===== src/rtl/apb_cmd_master.sv =====
// APB initiator that turns single valid/ready commands into APB SETUP/ACCESS transfers
// and returns read data and status on a response channel; includes a pready watchdog.
module apb_cmd_master #(
  parameter int AW      = 32,
  parameter int DW      = 32,
  parameter int TIMEOUT = 16
) (
  input  logic          pclk,
  input  logic          preset,
  input  logic          cmd_valid,
  output logic          cmd_ready,
  input  logic          cmd_write,
  input  logic [AW-1:0] cmd_addr,
  input  logic [DW-1:0] cmd_wdata,
  output logic          rsp_valid,
  input  logic          rsp_ready,
  output logic [DW-1:0] rsp_rdata,
  output logic          rsp_err,
  output logic          psel,
  output logic          penable,
  output logic          pwrite,
  output logic [AW-1:0] paddr,
  output logic [DW-1:0] pwdata,
  input  logic [DW-1:0] prdata,
  input  logic          pready,
  input  logic          pslverr
);

  typedef enum logic [1:0] {S_IDLE, S_SETUP, S_ACCESS, S_RESP} state_t;

  localparam int CW = (TIMEOUT > 1) ? $clog2(TIMEOUT) : 1;

  state_t          r_state;
  logic [CW-1:0]   r_wait;
  logic            r_cmd_ready;
  logic            r_rsp_valid;
  logic [DW-1:0]   r_rsp_rdata;
  logic            r_rsp_err;
  logic            r_psel;
  logic            r_penable;
  logic            r_pwrite;
  logic [AW-1:0]   r_paddr;
  logic [DW-1:0]   r_pwdata;
  logic            w_expired;

  // w_expired marks the last permitted low-pready ACCESS cycle
  generate
    if (TIMEOUT > 0) begin : g_wd
      assign w_expired = (r_wait == CW'(TIMEOUT - 1));
    end else begin : g_no_wd
      assign w_expired = 1'b0;
    end
  endgenerate

  always_ff @(posedge pclk or posedge preset) begin
    if (preset) begin
      r_state     <= S_IDLE;
      r_wait      <= '0;
      r_cmd_ready <= 1'b1;
      r_rsp_valid <= 1'b0;
      r_rsp_rdata <= '0;
      r_rsp_err   <= 1'b0;
      r_psel      <= 1'b0;
      r_penable   <= 1'b0;
      r_pwrite    <= 1'b0;
      r_paddr     <= '0;
      r_pwdata    <= '0;
    end else begin
      case (r_state)
        S_IDLE: begin
          if (cmd_valid) begin
            r_paddr     <= cmd_addr;
            r_pwrite    <= cmd_write;
            if (cmd_write) r_pwdata <= cmd_wdata;
            r_psel      <= 1'b1;
            r_cmd_ready <= 1'b0;
            r_state     <= S_SETUP;
          end
        end
        S_SETUP: begin
          r_penable <= 1'b1;
          r_wait    <= '0;
          r_state   <= S_ACCESS;
        end
        S_ACCESS: begin
          if (pready) begin
            r_psel      <= 1'b0;
            r_penable   <= 1'b0;
            r_rsp_err   <= pslverr;
            r_rsp_rdata <= (!r_pwrite && !pslverr) ? prdata : '0;
            r_rsp_valid <= 1'b1;
            r_state     <= S_RESP;
          end else if (w_expired) begin
            r_psel      <= 1'b0;
            r_penable   <= 1'b0;
            r_rsp_err   <= 1'b1;
            r_rsp_rdata <= '0;
            r_rsp_valid <= 1'b1;
            r_state     <= S_RESP;
          end else begin
            r_wait <= r_wait + 1'b1;
          end
        end
        S_RESP: begin
          if (rsp_ready) begin
            r_rsp_valid <= 1'b0;
            r_cmd_ready <= 1'b1;
            r_state     <= S_IDLE;
          end
        end
        default: r_state <= S_IDLE;
      endcase
    end
  end

  assign cmd_ready = r_cmd_ready;
  assign rsp_valid = r_rsp_valid;
  assign rsp_rdata = r_rsp_rdata;
  assign rsp_err   = r_rsp_err;
  assign psel      = r_psel;
  assign penable   = r_penable;
  assign pwrite    = r_pwrite;
  assign paddr     = r_paddr;
  assign pwdata    = r_pwdata;

endmodule

===== config.mk =====
export PLATFORM = sky130hd
export DESIGN_NAME = apb_cmd_master
export DESIGN_NICKNAME = d
export VERILOG_FILES = /design/src/rtl/apb_cmd_master.sv
export SDC_FILE = /design/constraint.sdc
export NUM_CORES = 1
export LEC_CHECK = 0
export CELL_PAD_IN_SITES_DETAIL_PLACEMENT = 0
export CELL_PAD_IN_SITES_GLOBAL_PLACEMENT = 1
export CORE_MARGIN = 10
export CORE_UTILIZATION = 31
export DETAILED_ROUTE_END_ITERATION = 7
export PLACE_DENSITY = 0.75
export SYNTH_ARGS = -nofsm -noshare
export SYNTH_HDL_FRONTEND = slang
export SYNTH_SLANG_ARGS = --single-unit

===== constraint.sdc =====
create_clock -name pclk -period 5.2 [get_ports pclk]
set_input_delay 1.3 -clock pclk [delete_from_list [all_inputs] [get_ports pclk]]
set_output_delay 1.3 -clock pclk [all_outputs]
set_load 0.01 [all_outputs]

==> flow_summary.toml, run 1 <==
[run_status]
outcome = "finished clean"

[clocking]
post-cts-setup-buffers = 0
worstSkewPairLatency_ns = 0.35
clock-root-buffer = "clkbuf_16"
numClockSinks = 108
post_cts_hold_buffer_count = 0
clock_tree.htree_level_count = 3
cts_buffer_depth = 2
number_of_gates_resized_after_cts = 0
cts_inserted_buffers = 9
cts_tree = "built"
clk_pin_slew_ns = 0.08

[route]
postRouteAntennaNets = 0
remaining_drc_errors = 0
drt-wirelength-per-cell_um = 19.2
vias_per_cell = 4.69
route.final.wire_length_um = 12600
num_vias = 3084
initialDrtViolationCount = 138
drtPass1Iterations = 4

[power_and_ir_drop]
switching_share_pct = 30.5
power_switching_mw = 1.19
power.total_mw = 3.90
p_comb_share_pct = 43.9
power_density_nw_per_um2 = 580
intPower_mw = 2.71
leakage_nw = 2.85
clock_power_share_pct = 19.2
seqPwrFrac_pct = 36.9
power.ir.vdd_worst_v = 0.000295

[flow_run]
max_cap_viol_count = 0

[place]
detailed_placement_wirelength_estimate_um = 9700
routabilityCongestion = 0.779
numPortBuffers = 204

[timing]
final_setup_fails = 0
setup_total_negative_slack_ns = 0
worst_pin_slew_ns = 1.17
grt_setup_unrepaired = "false"
timing.max_slew.rel_slack_pct = 21.7
final_number_of_hold_violating_endpoints = 0
maxClockFrequency_mhz = 337
final_clock_skew_ns = 0.00531
drv_slew = 0
layout_worst_path_cycle_share_pct = 57.0
final.min_clock_period_ns = 2.96

[finish]
antennaDiodeCount = 0
area_growth_pct = 58.9
nNetsFinal = 585
filler_cell_count = 1152
final_layout_size_suffix_gt1_share_pct = 19.1

[logic_synthesis]
synth.cell_area_um2 = 4230
post_synth_main_area_contributors = "dfrtp_1 63%, mux2_2 17%, a22o_1 6.8%, buf_6 2.1%, ha_1 1.5%"
most_instantiated_cells_after_synthesis = "107 x dfrtp_1, 65 x mux2_2, 33 x a22o_1"
sequential_cell_area_fraction_in_the_yosys_report_pct = 64.0
synthArstFlopShare_pct = 100
postSynthCellCount = 274
synth-edff-count = 0
ys_ff_latch = 108
synth_top_area_share_pct = 63.4
avgSynthCellArea_um2 = 15.4
yosysWarnings = 0
synth_largest_area_cell = "dfrtp_1"
synth_most_common_cell = "dfrtp_1"
synthDistinctLibCells = 32
syn_nets = 382
dominantRegCellSynth = "dfrtp_1"

[global_routing]
globalRouteOverflowTotal = 0
grt_pass1_wl_um = 19100
initial_antenna_violation_count = 0
gr_usage_total_pct = 13.2
first_global_vias = 3424
grt_max_degree = 40

[setup_path]
crit_required_ns = 5.48
critPathKind = "input port to flop"
setup.worst_path.end_class = "flop"
startpoint_type = "input port"
path_max_fanout = 32
worst-endpoint-arrival_ns = 3.25

[floorplan]
core_um2 = 13300
die-width_um = 137
top_level_ports = 205
rows = 42
die_outline_area_um2 = 18700
die_h_um = 137
initial_core_util_pct = 31.8

[hold_path]
timing.hold.worst.class = "flop to flop"
==> registers in the layout, indices dropped and copies added, names as in the netlist <==
register   count
r_wait         4
r_state        2
pwrite         1
rsp_valid      1
paddr         32
rsp_rdata     32
cmd_ready      1
rsp_err        1
pwdata        32
psel           1
penable        1
==> placed cells by master (no fill, tap or decap), drive strengths merged, types with 2 or more instances in the layout <==
cell type      netlist  routed
o21ai                3       3
ha                   5       5
buf                 14       2
a31oi                2       2
clkinv               0       2
mux2                65      65
and3                 2       2
nand2                6       6
nor2b                4       4
nand2b               4       4
o211ai               2       2
clkbuf               0       9
inv                  8      11
a22o                33      33
a21oi                3       3
nand3                3       3
bufinv               0       2
clkdlybuf4s50        0     204
nor2                 2       2
dfrtp              107     107
a221oi               2       2
==> power by group through the flow <==
stage	sequential (mW)	combinational [mW]	clock (mW)
after floorplan	1.60	0.599	0
after global placement	1.44	1.72	0
after detailed placement	1.45	1.75	0
after CTS	1.44	1.75	0.776
after global routing	1.49	1.83	0.815
final	1.44	1.71	0.748
==> area by class of cell <==
class	instances	area, um^2	share of cell area (%)
Sequential cell	108	2700	40.3
Timing Repair Buffer	206	2060	30.6
Clock buffer	9	225	3.35
Multi-Input combinational cell	144	1370	20.4
Clock inverter	7	104	1.55
Tap cell	176	220	3.28
Inverter	8	32.5	0.485
==> critical path: stages <==
cell and delay [ns]:
clkdlybuf4s50_1 0.65, nand2_2 0.13, nor3_4 0.90, a22o_1 0.26
==> routing by layer <==
metal	GRT usage (%)	part of all wire [%]	vias up
li1	-	-	1400
met1	14.4	39	1533
met2	22.0	49	130
met3	6.20	10	21
met4	4.56	2.1	0
met5	0	0	-
==> metrics by stage <==
| step | hold WS (ns) | std cells | util (%) | instance area, um^2 | setup slack (ns) |
|---|---|---|---|---|---|
| after global placement | 0.487 | 642 | 48.0 | 6380 | 1.92 |
| after detailed placement | 0.491 | 642 | 48.0 | 6380 | 1.88 |
| after floorplan | 0.481 | 274 | - | 4230 | 1.06 |
| after CTS | 0.510 | 658 | 50.5 | 6710 | 2.26 |
| after global routing | 0.520 | 658 | 50.5 | 6710 | 2.09 |
| final | 0.503 | 658 | 50.5 | 6710 | 2.24 |
==> final timing paths <==
path | cells past startpoint | to | from | slack [ns]
max | 4 | rsp_rdata[21] | pready | 2.24
min | 1 | pwdata[7] | pwdata[7] | 0.50
max reg2reg | 5 | rsp_rdata[21] | r_state[0] | 2.89
min reg2reg | 1 | pwdata[7] | pwdata[7] | 0.50
max in group asynchronous | 3 | rsp_rdata[7] | preset | 2.98
min in group asynchronous | 2 | pwdata[11] | preset | 1.32
==> kinds of logic after synthesis <==
| group | count (synthesis) | synth area share, % |
|---|---|---|
| simple gates | 23 | 3.44 |
| compound gates | 51 | 10.2 |
| fa+ha+maj | 5 | 1.48 |
| flops | 108 | 64.0 |
| mux | 65 | 17.3 |
| buf+inv | 22 | 3.55 |
No activity file was read; power rests on OpenSTA's default activity.
==> inputs of run 2 (changes only) <==
Clock period 5.2 ns to 3 ns, I/O delays scaled along.
==> run 2 against run 1 <==
Clock power rose by 62%. Final cell count increased by 0.61%. Utilization is essentially flat. Die area stayed put. Sequential share of layout area about the same. Via count shrank 1.0%. Total power up 71%. Clock skew increased by 0.0027 ns. Combinational power up 74%. Worst hold slack better by 0.0011 ns. Global-route usage fell by 0.34 points. Register-to-register slack got worse by 1.8 ns. Largest cell class unchanged. Largest power group unchanged.
==> flow_summary.toml, run 2 (same netlist as run 1, synthesis figures left out) <==
[route]
initialDrtViolationCount = 150
remaining_drc_errors = 0
vias_per_cell = 4.61
drtPass1Iterations = 4
num_vias = 3052
route.final.wire_length_um = 12300
drt-wirelength-per-cell_um = 18.6
postRouteAntennaNets = 0

[timing]
drv_slew = 0
final_setup_fails = 0
layout_worst_path_cycle_share_pct = 73.6
maxClockFrequency_mhz = 453
final.min_clock_period_ns = 2.21
final_clock_skew_ns = 0.00797
timing.max_slew.rel_slack_pct = 46.6
worst_pin_slew_ns = 0.799
final_critical_path_setup_slack_ns = 0.792
setup_total_negative_slack_ns = 0
final_number_of_hold_violating_endpoints = 0
grt_setup_unrepaired = "false"

[flow_run]
max_cap_viol_count = 0

[clocking]
cts_tree = "built"
worstSkewPairLatency_ns = 0.35
post_cts_hold_buffer_count = 0
cts_inserted_buffers = 9
post-cts-setup-buffers = 0
clk_pin_slew_ns = 0.07
numClockSinks = 108
clock-root-buffer = "clkbuf_16"
number_of_gates_resized_after_cts = 0
cts_buffer_depth = 2
clock_tree.htree_level_count = 3

[global_routing]
globalRouteMet1Util_pct = 15.6
grtUsageMet2_pct = 20.0
gr_usage_total_pct = 12.8
globalRoute.busiestLayer = "met2"
first_global_vias = 3226
initial_antenna_violation_count = 0
globalRouteOverflowTotal = 0
grt_max_degree = 50
grt_use_met3_pct = 5.61
grt_pass1_wl_um = 18600

[setup_path]
r2r_slack_ns = 1.07
worst_r2r_path_depth = 4
startpoint_type = "flop"
worst-endpoint-arrival_ns = 1.46
crit_buf_inv = 1
critical_path.startpoint = "cmd_ready"
crit_path_top_delay_cell = "clkdlybuf4s50_1"
critPathKind = "flop to primary output"
crit_chain = "clkdlybuf4s50_1"
setup.worst_path.end_class = "primary output"
path_max_fanout = 3
critical-path-max-stage-delay_ns = 0.56
path_delay_family = "buffers and inverters"
crit_required_ns = 2.25
worst_r2r_startpoint = "r_state[0]"
worst_r2r_endpoint = "paddr[26]"

[finish]
filler_cell_count = 1143
area_growth_pct = 59.0
final_cells = 662
layout.cells.most_common_list = "204 x clkdlybuf4s50_1, 107 x dfrtp_1, 65 x mux2_2"
ff_latch_area_um2 = 2700
final_layout_size_suffix_gt1_share_pct = 19.5
multi_input_combinational_cell_area_um2 = 1370
finish.utilization_pct = 50.5
mostFrequentLayoutCell = "clkdlybuf4s50_1"
final_area_um2 = 6720
nNetsFinal = 589
antennaDiodeCount = 0

[hold_path]
whs_endpoint = "paddr[14]"
timing.hold.worst.class = "flop to flop"
worstHoldPathCells = 1
worst_hold_startpoint = "paddr[14]"

[floorplan]
rows = 42
core_um2 = 13300
die_outline_area_um2 = 18700
top_level_ports = 205
die-width_um = 137
die_h_um = 137
initial_core_util_pct = 31.8

[place]
numPortBuffers = 204
area_of_placed_instances_um2 = 6420
routabilityCongestion = 0.776
place_inst = 646
detailed_placement_wirelength_estimate_um = 9500
dp_slack_ns = 0.543

[power_and_ir_drop]
power.ir.vdd_worst_v = 0.000468
leakage_nw = 2.84
power_density_nw_per_um2 = 992

[run_status]
outcome = "finished clean"
## run 2: changes by cell type in the layout (fill, tap and decap cells not counted), sizes merged
cell      before  now
buf            2    6
clkbuf         9   11
inv           11    8
clkinv         2    1
bufinv         2    1
clkinvlp       0    3
## run 2: through the flow
step,hold WS [ns],total power [mW]
after floorplan,0.481,3.82
after global placement,0.486,5.48
after detailed placement,0.490,5.54
after CTS,0.509,6.79
after global routing,0.521,7.07
final,0.504,6.66
## run 2: worst max-delay path by stage
stage / endpoint / slack [ns] / depth (start not counted)
3_5_place_dp: paddr[25] / 0.54 / 3
3_3_place_gp: paddr[24] / 0.58 / 3
6_report: cmd_ready / 0.79 / 1
5_1_grt: cmd_ready / 0.73 / 1
4_1_cts: cmd_ready / 0.78 / 1
2_1_floorplan: paddr[0] / 0.95 / 1
## run 2: per-layer routing
layer  wire (um)  vias up
li1            -     1410
met1        5000     1507
met2        5840      122
met3        1350       13
met4         151        0
met5           0        -
## run 2: power breakdown
part	switching (mW)	internal [mW]	leakage, nW
clock network	0.534	0.672	0.142
logic	1.15	1.83	1.37
registers	0.354	2.12	1.33
total	2.04	4.63	2.84
## run 2: layout make-up
cell class | instances | area share [%]
Sequential cell | 108 | 40.2
Timing Repair Buffer | 210 | 31.1
Multi-Input combinational cell | 144 | 20.4
Clock buffer | 11 | 3.61
Tap cell | 176 | 3.28
Clock inverter | 5 | 0.875
Inverter | 8 | 0.503
==> inputs of run 3 (changes only) <==
Settings changed: CORE_UTILIZATION 31 to 28, PLACE_DENSITY 0.75 to 0.71.
Clock period 3 ns to 2 ns, I/O delays scaled along.
==> run 3 against run 2 <==
Sequential share of layout area decreased by 0.92 points. Register-to-register slack got worse by 0.76 ns. Die area increased by 9.1%. Final area increased by 2.3%. Combinational power increased by 54%. Largest power group unchanged.
==> flow_summary.toml, run 3 (same netlist as run 1, synthesis figures left out) <==
[global_routing]
grt_max_degree = 38
initial_antenna_violation_count = 0
gr_usage_total_pct = 12.3
first_global_vias = 3451
globalRouteOverflowTotal = 0
grt_pass1_wl_um = 19600

[place]
numPortBuffers = 204
detailed_placement_wirelength_estimate_um = 9910
routabilityCongestion = 0.724
dp_slack_ns = -0.0799
area_of_placed_instances_um2 = 6570
place_inst = 660

[setup_path]
crit_buf_inv = 1
worst_r2r_path_depth = 5
setup.worst_path.end_class = "primary output"
path_max_fanout = 3
timing.critical_path.depth = 1
crit_chain = "clkdlybuf4s50_1"
startpoint_type = "flop"
critPathKind = "flop to primary output"
crit_required_ns = 1.50
worst-endpoint-arrival_ns = 1.38
critical-path-max-stage-delay_ns = 0.60
path_delay_family = "buffers and inverters"
crit_path_top_delay_cell = "clkdlybuf4s50_1"

[floorplan]
initial_core_util_pct = 28.9
die_h_um = 143
core_um2 = 14600
rows = 44
die-width_um = 143
top_level_ports = 205
die_outline_area_um2 = 20400

[hold_path]
timing.hold.worst.class = "input port to asynchronous set/reset pin"

[timing]
maxClockFrequency_mhz = 533
setup_total_negative_slack_ns = 0
final_clock_skew_ns = 0.00370
worst_hold_slack_ns = 0.500
layout_worst_path_cycle_share_pct = 93.8
final_setup_fails = 0
drv_slew = 0
final.min_clock_period_ns = 1.88
worst_pin_slew_ns = 0.372
timing.max_slew.rel_slack_pct = 74.5
final_number_of_hold_violating_endpoints = 0
final_critical_path_setup_slack_ns = 0.124
grt_setup_unrepaired = "false"

[power_and_ir_drop]
leakage_nw = 2.93
power_density_nw_per_um2 = 1470
power.total_mw = 10.1
power.ir.vdd_worst_v = 0.000671

[clocking]
clock_tree.htree_level_count = 3
cts_tree = "built"
worstSkewPairLatency_ns = 0.34
post_cts_hold_buffer_count = 0
number_of_gates_resized_after_cts = 0
clock-root-buffer = "clkbuf_16"
cts_inserted_buffers = 9
cts_buffer_depth = 2
post-cts-setup-buffers = 0
clk_pin_slew_ns = 0.07
numClockSinks = 108

[finish]
final_layout_size_suffix_gt1_share_pct = 20.7
filler_cell_count = 1315
nNetsFinal = 595
multi_input_combinational_cell_area_um2 = 1370
finish.utilization_pct = 46.9
final_area_um2 = 6880
area_growth_pct = 62.7
mostFrequentLayoutCell = "clkdlybuf4s50_1"
final_cells = 676
antennaDiodeCount = 0
layout.cells.most_common_list = "203 x clkdlybuf4s50_1, 107 x dfrtp_1, 65 x mux2_2"
ff_latch_area_um2 = 2700

[route]
initialDrtViolationCount = 77
postRouteAntennaNets = 0
remaining_drc_errors = 0
route.final.wire_length_um = 12700
drt-wirelength-per-cell_um = 18.7
drtPass1Iterations = 4
vias_per_cell = 4.54
num_vias = 3067

[run_status]
outcome = "finished clean"

[flow_run]
max_cap_viol_count = 0
-- run 3: path summary, 6_finish.rpt --
path / from / endpoint / slack [ns]
hold / removal: preset / pwdata[15] / 0.50
min in group pclk: rsp_rdata[14] / rsp_rdata[14] / 0.50
hold reg to reg: rsp_rdata[14] / rsp_rdata[14] / 0.50
setup / recovery: pwrite / pwrite / 0.12
max in group asynchronous: preset / rsp_rdata[6] / 0.99
setup reg to reg: r_state[0] / r_state[1] / 0.31
-- run 3: layer usage --
layer	vias up	GRT usage, %	wire length (um)
met3	14	6.04	1350
met5	-	0	0
met4	0	3.96	207
li1	1420	-	-
met1	1507	13.9	5000
met2	126	20.0	6110
-- run 3: report_power, final --
group / internal, mW / switching (mW)
Combinational: 2.83 / 1.76
Sequential: 3.19 / 0.528
Clock: 0.980 / 0.804
-- run 3: layout make-up --
cell class                 count  share of cell area (%)
clock buffer                   9                    3.28
clock inverter                 7                    1.11
inverter                       8                   0.491
multi-input combinational    144                    19.9
sequential                   108                    39.3
tap                          184                    3.35
timing repair buffer         216                    32.5
